### config.mk
export PLATFORM = sky130hd
export DESIGN_NAME = a2d_intf
export DESIGN_NICKNAME = d
export VERILOG_FILES = /design/src/rtl/a2d_intf.sv
export SDC_FILE = /design/constraint.sdc
export NUM_CORES = 1
export LEC_CHECK = 0
export CORE_MARGIN = 1.5
export CORE_UTILIZATION = 40
export DETAILED_ROUTE_END_ITERATION = 10
export PLACE_DENSITY_LB_ADDON = 0.12
export SYNTH_ARGS = -nofsm -noshare
export SYNTH_HDL_FRONTEND = slang
export SYNTH_SLANG_ARGS = --single-unit
### constraint.sdc
create_clock -name clk -period 3.76 [get_ports clk]
set_clock_uncertainty 0.15 [all_clocks]
set_input_delay 0.752 -clock clk [delete_from_list [all_inputs] [get_ports clk]]
set_output_delay 0.752 -clock clk [all_outputs]
set_load 0.02 [all_outputs]
### src/rtl/a2d_intf.sv
// SPI master for the 8-channel 12-bit A2D: sends a channel command, waits a gap,
// reads back the conversion result and presents it on res with a sticky cnv_cmplt.
module a2d_intf #(
  parameter int unsigned GAP_CLKS = 32
) (
  input  logic        clk,
  input  logic        rst_n,
  input  logic        strt_cnv,
  input  logic [2:0]  chnnl,
  input  logic        MISO,
  output logic        a2d_SS_n,
  output logic        SCLK,
  output logic        MOSI,
  output logic [11:0] res,
  output logic        cnv_cmplt
);

  localparam int unsigned DIV_W  = 5;
  localparam int unsigned CNT_W  = 5;
  localparam int unsigned GAP_W  = 8;
  localparam int unsigned WORD_W = 16;

  localparam logic [DIV_W-1:0] DIV_IDLE = 5'b10111;
  localparam logic [DIV_W-1:0] DIV_SMPL = 5'b10001;
  localparam logic [DIV_W-1:0] DIV_SHFT = 5'b11111;
  localparam logic [CNT_W-1:0] LAST_SMPL = CNT_W'(16);
  localparam logic [GAP_W-1:0] GAP_LAST  = GAP_W'(GAP_CLKS - 1);

  typedef enum logic [2:0] {IDLE, CMD, GAP, READ, DONE} state_t;

  state_t              state, nxt_state;
  logic [DIV_W-1:0]    sclk_div;
  logic [CNT_W-1:0]    smpl_cnt;
  logic [GAP_W-1:0]    gap_cnt;
  logic [WORD_W-1:0]   shft;
  logic [WORD_W-1:0]   cmd_word;
  logic [2:0]          chnl_q;
  logic [2:0]          cmd_chnl;
  logic                miso_smpl;
  logic                xfer_end;
  logic                ss_n_set, ss_n_clr, ld_cmd, cap_chnl, clr_cmplt, set_res, gap_clr;

  assign SCLK     = sclk_div[4];
  assign MOSI     = shft[15];
  assign xfer_end = (smpl_cnt == LAST_SMPL) && (sclk_div == DIV_SHFT);

  always_ff @(posedge clk or negedge rst_n) begin
    if (!rst_n) state <= IDLE;
    else        state <= nxt_state;
  end

  // Sequencing: command transfer, SS_n-high gap, read transfer, result publish
  always_comb begin
    nxt_state = state;
    ss_n_set  = 1'b0;
    ss_n_clr  = 1'b0;
    ld_cmd    = 1'b0;
    cap_chnl  = 1'b0;
    clr_cmplt = 1'b0;
    set_res   = 1'b0;
    gap_clr   = 1'b0;
    cmd_chnl  = (state == IDLE) ? chnnl : chnl_q;
    cmd_word  = {2'b00, cmd_chnl, 11'h000};
    case (state)
      IDLE: if (strt_cnv) begin
        cap_chnl  = 1'b1;
        ld_cmd    = 1'b1;
        clr_cmplt = 1'b1;
        ss_n_clr  = 1'b1;
        nxt_state = CMD;
      end
      CMD: if (xfer_end) begin
        ss_n_set  = 1'b1;
        gap_clr   = 1'b1;
        nxt_state = GAP;
      end
      GAP: if (gap_cnt == GAP_LAST) begin
        ld_cmd    = 1'b1;
        ss_n_clr  = 1'b1;
        nxt_state = READ;
      end
      READ: if (xfer_end) begin
        ss_n_set  = 1'b1;
        nxt_state = DONE;
      end
      DONE: begin
        set_res   = 1'b1;
        nxt_state = IDLE;
      end
      default: nxt_state = IDLE;
    endcase
  end

  always_ff @(posedge clk or negedge rst_n) begin
    if (!rst_n)        a2d_SS_n <= 1'b1;
    else if (ss_n_set) a2d_SS_n <= 1'b1;
    else if (ss_n_clr) a2d_SS_n <= 1'b0;
  end

  // Divider parks at DIV_IDLE while deselected (and on the closing edge) so SCLK never dips
  always_ff @(posedge clk or negedge rst_n) begin
    if (!rst_n)                    sclk_div <= DIV_IDLE;
    else if (a2d_SS_n || ss_n_set) sclk_div <= DIV_IDLE;
    else                           sclk_div <= sclk_div + DIV_W'(1);
  end

  always_ff @(posedge clk or negedge rst_n) begin
    if (!rst_n) begin
      smpl_cnt  <= '0;
      miso_smpl <= 1'b0;
    end else if (a2d_SS_n) begin
      smpl_cnt  <= '0;
    end else if (sclk_div == DIV_SMPL) begin
      smpl_cnt  <= smpl_cnt + CNT_W'(1);
      miso_smpl <= MISO;
    end
  end

  // Shift on SCLK fall, skipping the front-porch fall before any sample exists
  always_ff @(posedge clk or negedge rst_n) begin
    if (!rst_n)      shft <= '0;
    else if (ld_cmd) shft <= cmd_word;
    else if (!a2d_SS_n && (sclk_div == DIV_SHFT) && (smpl_cnt != '0))
      shft <= {shft[14:0], miso_smpl};
  end

  always_ff @(posedge clk or negedge rst_n) begin
    if (!rst_n)              gap_cnt <= '0;
    else if (gap_clr)        gap_cnt <= '0;
    else if (state == GAP)   gap_cnt <= gap_cnt + GAP_W'(1);
  end

  always_ff @(posedge clk or negedge rst_n) begin
    if (!rst_n)        chnl_q <= '0;
    else if (cap_chnl) chnl_q <= chnnl;
  end

  always_ff @(posedge clk or negedge rst_n) begin
    if (!rst_n) begin
      res       <= '0;
      cnv_cmplt <= 1'b0;
    end else if (set_res) begin
      res       <= shft[11:0];
      cnv_cmplt <= 1'b1;
    end else if (clr_cmplt) begin
      cnv_cmplt <= 1'b0;
    end
  end

endmodule

== Word level (Yosys, flattened, before mapping) ==
Cells that the tools add are included.
W data, S select, Z words.
Word-level totals
  bits in writable memories: 0
  memory bits (read-only): 0
  memories kept: 0
  logic and storage cells: 66
  bits in latches: 0
  bits in registers: 55
Operators by class
  shifts and indexed selects: 0
  multipliers: 0
  divide/modulo/power cells: 0
  $lt $le $gt $ge: 0
  eq/ne operators: 12
  reduce and logical (&&, ||, !) cells: 15
  bitwise logic cells: 1
  mux-type cells: 25
  add/subtract/negate cells: 3
Operators by type and width (count)
  $mux W16: 2
  $mux W8: 2
  $eq A5 B5 Y1 const B: 3
  $mux W3: 5
  $mux W5: 3
  $pmux W3 S4: 1
  $mux W1: 11
  $add A5 B1 Y5 const B: 2
  $reduce_bool A2 Y1: 5
  $add A8 B1 Y8 const B: 1
  $eq A8 B5 Y1 const B: 1
  $ne A2 B2 Y1 const B: 4
  $eq A3 B2 Y1 const B: 2
  $reduce_bool A5 Y1: 1
  $reduce_and A4 Y1: 1
  $eq A3 B1 Y1 const B: 1
  $eq A3 B3 Y1 const B: 1
  $logic_and A1 B1 Y1: 3
  $logic_not A3 Y1: 1
  $pmux W1 S2: 1
  $reduce_and A2 Y1: 1
  $reduce_or A2 Y1: 1
  $logic_not A1 Y1: 1
  $logic_or A1 B1 Y1: 1
  $not A1 Y1: 1

== Depth between registers and ports, before layout ==
Gate-level depths: netlist (run 1).
  word-level depth: 6
  gate-level depth with buffers: 8
  depth with buffers taken out: 7

== Worst setup path before layout (run 1) ==
No wires, ideal clock.
  kind: reg-to-reg
  start: register smpl_cnt[0]
  end: register shft[2]
  stages on the path, launching flop included: 9
  clock period less this slack: 2.117 ns
  path buffers: 2
  arrival: 1.823 ns
  setup time: 0.144 ns
  slack: 1.643 ns
  path through: dfrtp_1 -> inv_1 -> ha_1 -> or3b_2 -> o211a_1 -> buf_2 -> buf_4 -> mux2i_1 -> nor2_1
Between the ends
  word-level cells in the longest chain between the ends: 3
Ends and longest elaborated chain
  from (decl): RTL line 33  | logic [CNT_W-1:0] smpl_cnt;
  from (signal assigned): RTL line 114  | smpl_cnt <= smpl_cnt + CNT_W'(1);
  $reduce_bool A5 Y1: RTL line 123  | else if (!a2d_SS_n && (sclk_div == DIV_SHFT) && (smpl_cnt != '0))
  $logic_and A1 B1 Y1: RTL line 123
  $reduce_bool A2 Y1 (no line)
  to (signal assigned): RTL line 122  | else if (ld_cmd) shft <= cmd_word;
  to (signal assigned): RTL line 124  | shft <= {shft[14:0], miso_smpl};
  to (decl): RTL line 35  | logic [WORD_W-1:0] shft;
Every way passes these cells.
A chain may end at the register's enable or synchronous reset.

== Worst setup path after layout (run 1) ==
  start: register sclk_div[0]
  end: register miso_smpl
Between the ends
  word-level cells in the longest chain between the ends: 2
Ends and longest elaborated chain
  from (decl): RTL line 32  | logic [DIV_W-1:0] sclk_div;
  from (signal assigned): RTL line 104  | else sclk_div <= sclk_div + DIV_W'(1);
  $eq A5 B5 Y1: RTL line 113  | end else if (sclk_div == DIV_SMPL) begin
  $reduce_and A2 Y1 (no line)
  to (signal assigned): RTL line 110  | miso_smpl <= 1'b0;
  to (signal assigned): RTL line 115  | miso_smpl <= MISO;
  to (decl): RTL line 39  | logic miso_smpl;
Every way passes these cells.

==> impl_metrics.py, run 1 <==
metrics = {
    "outcome": {
        "outcome": "complete, no violations",
    },
    "sta": {
        "slew_headroom_pct": 11.15,
        "slew_viol_final": 0,
        "hold_viol_final": 0,
        "min_period_ns": 2.483,
        "setup_viol": 0,
        "fin_tns_setup_ns": 0,
        "worst_slew_pin_slew_ns": 1.315,
        "maxClockFrequency_mhz": 402.7,
        "hold_ws_ns": 0.2019,
        "rsz0062_at_grt": "false",
        "fin_crit_sh_pct": 66.04,
        "finalWorstSetupSlack_ns": 1.277,
    },
    "grt": {
        "antenna_found_initial": 0,
        "overflow": 0,
        "grt_start_max_net_pins": 40,
        "grt_pass1_vias": 1601,
        "grt_pass1_wl_mm": 7.403,
        "grt_usage_pct": 14.78,
    },
    "die": {
        "die_h_um": 81.02,
        "io_pins": 23,
        "start_util_pct": 41.37,
        "coreArea_um2": 5886,
        "rows": 28,
        "dieArea_um2": 6564,
        "fp.dieW_um": 81.02,
    },
    "logic_synthesis": {
        "synthFlopType": "dfrtp_1",
        "syn_nets": 209,
        "ys_async_sr_fraction_pct": 100.0,
        "ys_types": 38,
        "synth_mux_area_share_pct": 16.39,
        "yosysSeqAreaShare_pct": 56.78,
        "synth_top_family_by_area": "multiplexers",
        "synth.area.top_cells": "dfrtp_1, mux2i_1, mux2_2, dfstp_2, nor2_1",
        "syn_inst": 196,
        "netlist_area_um2": 2435,
        "synth_area_per_cell_um2": 12.42,
        "synth_top_area_cell": "dfrtp_1",
        "ys_ff_latch": 55,
        "synth_fa_ha_area_share_pct": 3.083,
        "synth_edf_count": 0,
        "yosys_warnings": 0,
        "synth_simple_gate_area_share_pct": 13.36,
        "netlist.area_leader.share_pct": 51.39,
        "synth_compound_area_share_pct": 3.443,
        "yosys.area_share.xor_xnor_pct": 4.676,
    },
    "clock_tree": {
        "post-cts-setup-buffers": 0,
        "cts.sinks": 55,
        "clk_pin_slew_ns": 0.09,
        "cts_buffers": 5,
        "cts-resized-gates": 0,
        "cts_tree": "done",
        "clock_path_buffers": 2,
        "htreeDepth": 2,
        "holdBufCountCts": 0,
        "cts_root_buf": "clkbuf_8",
        "worstSkewPairLatency_ns": 0.30,
    },
    "worst_setup_path": {
        "worstPathMaxFanout": 8,
        "r2r-start": "sclk_div[0]",
        "ff2ff_path_depth": 4,
        "cp-end-kind": "flop",
        "cp-startpoint": "sclk_div[0]",
        "critPathArrivalTime_ns": 2.53,
        "worstSetupStartpointType": "flop",
        "path_class": "flop to flop",
        "worstPathRequired_ns": 3.80,
    },
    "layout": {
        "nets": 233,
        "final_util_pct": 48.09,
        "drive_gt1_share_pct": 16.29,
        "syn2layout_area_growth_pct": 16.24,
        "diodes": 0,
    },
    "power": {
        "vdd_drop_max_uv": 188.3,
        "power.leakage_nw": 1.277,
        "p_per_area_nw_per_um2": 351.1,
    },
    "flow_run": {
        "drv_cap": 0,
    },
    "placed_design": {
        "post-dp-hpwl_mm": 2.972,
        "post-place-ws_ns": 1.284,
        "port_buffers": 22,
        "place_congestion": 0.7878,
    },
    "route": {
        "via_count": 1495,
        "totalWireLength_mm": 4.253,
        "routed_via_density": 5.051,
        "route.detailed.drc": 0,
        "drt_iter0_markers": 68,
        "drtAntennaViolNets": 0,
        "first_pass_iters": 4,
        "wl_per_cell_um": 14.37,
    },
    "hold_path": {
        "hp-class": "primary input to async pin",
    },
}
-- per-layer routing --
metal  track usage, %  vias up  wire length, µm
li1                 -      716                -
met1            18.49      757             1972
met2            24.50       17             2092
met3            4.494        5              149
met4            4.655        0               38
met5                0        -                0
-- metrics by stage --
| step | instance area [µm²] | instances | power [mW] |
|---|---|---|---|
| final | 2830 | 296 | 0.9937 |
| after global routing | 2830 | 296 | 1.036 |
| after CTS | 2830 | 296 | 1.012 |
| after detailed placement | 2720 | 288 | 0.6250 |
| after global placement | 2720 | 288 | 0.6246 |
| after floorplan | 2435 | 196 | 0.6058 |
-- layout by cell type, fill, tap and decap left out, types with 2 or more instances in the layout --
master and instances:
a21oi_1 2, and3_1 2, clkbuf_8 5, clkdlybuf4s50_1 21
dfrtp_1 50, dfstp_2 5, ha_1 6, inv_1 5
mux2_2 15, mux2i_1 23, nand2_1 11, nand4_1 3
nor2_1 30, nor3_1 5, or3_1 2, xnor2_1 6
xor2_1 7
-- cell type report --
| cell class | count | area, µm² |
|---|---|---|
| fill | 540 | 3055 |
| multi-input combinational | 130 | 1002 |
| inverter | 5 | 18.77 |
| timing repair buffer | 23 | 222.7 |
| sequential | 55 | 1383 |
| clock inverter | 2 | 37.54 |
| clock buffer | 6 | 72.57 |
| tap | 75 | 93.84 |
-- state kept, by name, summed over array words and instances, names as in the netlist --
name and cells:
a2d_SS_n 1, chnl_q 3, cnv_cmplt 1, gap_cnt 8, miso_smpl 1, res 12, sclk_div 5, shft 16
smpl_cnt 5, state 3
-- worst max-delay path, stage by stage (launching register included) --
cell and delay (ns):
dfstp_2 0.57, ha_1 0.14, nor4bb_1 1.02, a21boi_0 0.23, a31o_2 0.27
-- synth_stat cells (2+ instances only) --
| master | count |
|---|---|
| dfstp_2 | 5 |
| nor2_1 | 30 |
| mux2_2 | 15 |
| buf_2 | 2 |
| or3_1 | 2 |
| xnor2_1 | 6 |
| and3_1 | 2 |
| mux2i_1 | 23 |
| ha_1 | 6 |
| xor2_1 | 7 |
| nand4_1 | 3 |
| a21oi_1 | 2 |
| inv_1 | 5 |
| dfrtp_1 | 50 |
| nand2_1 | 11 |
| nor3_1 | 5 |
-- power breakdown --
part           internal [mW]  switching (mW)
combinational        0.00658          0.0127
clock                  0.199           0.183
sequential             0.592        0.000785
-- final timing paths --
check	endpoint	slack, ns
worst min register to register	sclk_div[0]	0.33
worst min-delay path	smpl_cnt[0]	0.20
min in group clk	sclk_div[0]	0.33
worst max register to register	miso_smpl	1.28
worst max-delay path	miso_smpl	1.28
max in group asynchronous	a2d_SS_n	2.42
-- logic make-up after synthesis --
group	after synthesis
simple gates	64
xor+xnor	13
buf+inv	11
compound gates	9
flops	55
fa+ha+maj	6
mux	38
(Power assumes the default switching activity.)
==> inputs of run 2 (changes only) <==
clock period = 2.6 ns   (was 3.76 ns; I/O delays follow)
==> impl_metrics.py, run 2 (synthesized netlist as in run 1, its figures left out) <==
metrics = {
    "outcome": {
        "outcome": "complete, no violations",
    },
    "worst_setup_path": {
        "ff2ff_path_depth": 7,
        "crit_family": "flip-flops",
        "critical_path.cell_chain": "clkdlybuf4s50_1",
        "worstPathRequired_ns": 1.93,
        "worstPathMaxFanout": 10,
        "reg2reg_to": "shft[12]",
        "critPathArrivalTime_ns": 1.56,
        "cp-end-kind": "primary output",
        "crit_slowest_cell": "dfstp_2",
        "cp-startpoint": "a2d_SS_n",
        "path_class": "flop to primary output",
        "r2r-start": "smpl_cnt[0]",
        "max_stage_delay_ns": 0.64,
        "crit_end": "a2d_SS_n",
        "path_buf_inv": 1,
        "r2r_setup_slack_ns": 0.44,
        "worstSetupStartpointType": "flop",
        "path_depth": 1,
    },
    "grt": {
        "overflow": 0,
        "top_usage_layer": "met2",
        "use_met2_pct": 23.67,
        "grt_start_max_net_pins": 33,
        "grt_pass1_wl_mm": 7.307,
        "grtUsageMet3_pct": 3.933,
        "antenna_found_initial": 0,
        "use_met1_pct": 18.91,
        "grt_pass1_vias": 1580,
        "grt_usage_pct": 14.64,
    },
    "clock_tree": {
        "htreeDepth": 2,
        "clock_path_buffers": 2,
        "worstSkewPairLatency_ns": 0.30,
        "post-cts-setup-buffers": 0,
        "cts.sinks": 55,
        "cts_buffers": 5,
        "clk_pin_slew_ns": 0.09,
        "holdBufCountCts": 0,
        "cts-resized-gates": 0,
        "cts_tree": "done",
        "cts_root_buf": "clkbuf_8",
    },
    "route": {
        "first_pass_iters": 4,
        "route.detailed.drc": 0,
        "drt_iter0_markers": 62,
        "drtAntennaViolNets": 0,
        "wl_per_cell_um": 13.91,
        "totalWireLength_mm": 4.230,
        "via_count": 1519,
        "routed_via_density": 4.997,
    },
    "die": {
        "start_util_pct": 41.37,
        "die_h_um": 81.02,
        "rows": 28,
        "io_pins": 23,
        "dieArea_um2": 6564,
        "coreArea_um2": 5886,
        "fp.dieW_um": 81.02,
    },
    "power": {
        "power.leakage_nw": 1.333,
        "p_per_area_nw_per_um2": 529.1,
        "vdd_drop_max_uv": 218.2,
    },
    "sta": {
        "fin_crit_sh_pct": 85.87,
        "min_period_ns": 2.233,
        "worst_slew_pin_slew_ns": 0.7138,
        "maxClockFrequency_mhz": 447.9,
        "slew_viol_final": 0,
        "fin_tns_setup_ns": 0,
        "finalWorstSetupSlack_ns": 0.3675,
        "rsz0062_at_grt": "false",
        "slew_headroom_pct": 52.41,
        "setup_viol": 0,
        "hold_viol_final": 0,
    },
    "layout": {
        "final_cell_mix": "dfrtp_1, nor2_1, mux2i_1",
        "top_regs": "shft x16, res x12, gap_cnt x8",
        "diodes": 0,
        "drive_gt1_share_pct": 19.21,
        "syn2layout_area_growth_pct": 19.63,
        "nets": 241,
        "final_common_cell": "dfrtp_1",
        "largest_reg_flops": 16,
        "top_register": "shft",
    },
    "placed_design": {
        "port_buffers": 22,
        "place_congestion": 0.7552,
        "post-dp-hpwl_mm": 3.110,
        "post-place-ws_ns": 0.4347,
    },
    "hold_path": {
        "hp-class": "primary input to async pin",
    },
    "flow_run": {
        "drv_cap": 0,
    },
}
-- run 2: metal layers --
layer,share of wire [%],vias up
met5,0,-
met4,1.2,0
met3,2.4,6
met2,49,18
met1,47,766
li1,-,729
-- run 2: report_power, final --
part / internal [mW] / switching [mW]
logic: 0.0105 / 0.0185
clock network: 0.385 / 0.269
registers: 0.857 / 0.00141
total: 1.25 / 0.289
-- run 2: through the flow --
stage	hold WS, ns	std cells	total power [mW]	util, %	cell area (µm²)
5_1_grt	0.1542	304	1.606	49.49	2913
2_1_floorplan	0.07441	196	0.8761	-	2435
3_5_place_dp	0.3135	296	0.9057	47.24	2780
3_3_place_gp	0.3016	296	0.9049	47.24	2780
4_1_cts	0.1390	304	1.562	49.49	2913
6_report	0.1107	304	1.541	49.49	2913
-- run 2: how the worst min path moves through the flow --
stage / endpoint / cells after the start
2_1_floorplan: chnl_q[0] / 0
3_3_place_gp: sclk_div[0] / 1
3_5_place_dp: sclk_div[0] / 1
4_1_cts: smpl_cnt[4] / 1
5_1_grt: smpl_cnt[4] / 1
6_report: smpl_cnt[4] / 1
-- run 2: cell type report --
class | count | area [µm²]
clock inverter | 2 | 60.06
fill | 545 | 2973
timing repair buffer | 31 | 282.8
sequential | 55 | 1383
tap | 75 | 93.84
multi-input combinational | 130 | 1002
clock buffer | 6 | 72.57
inverter | 5 | 18.77
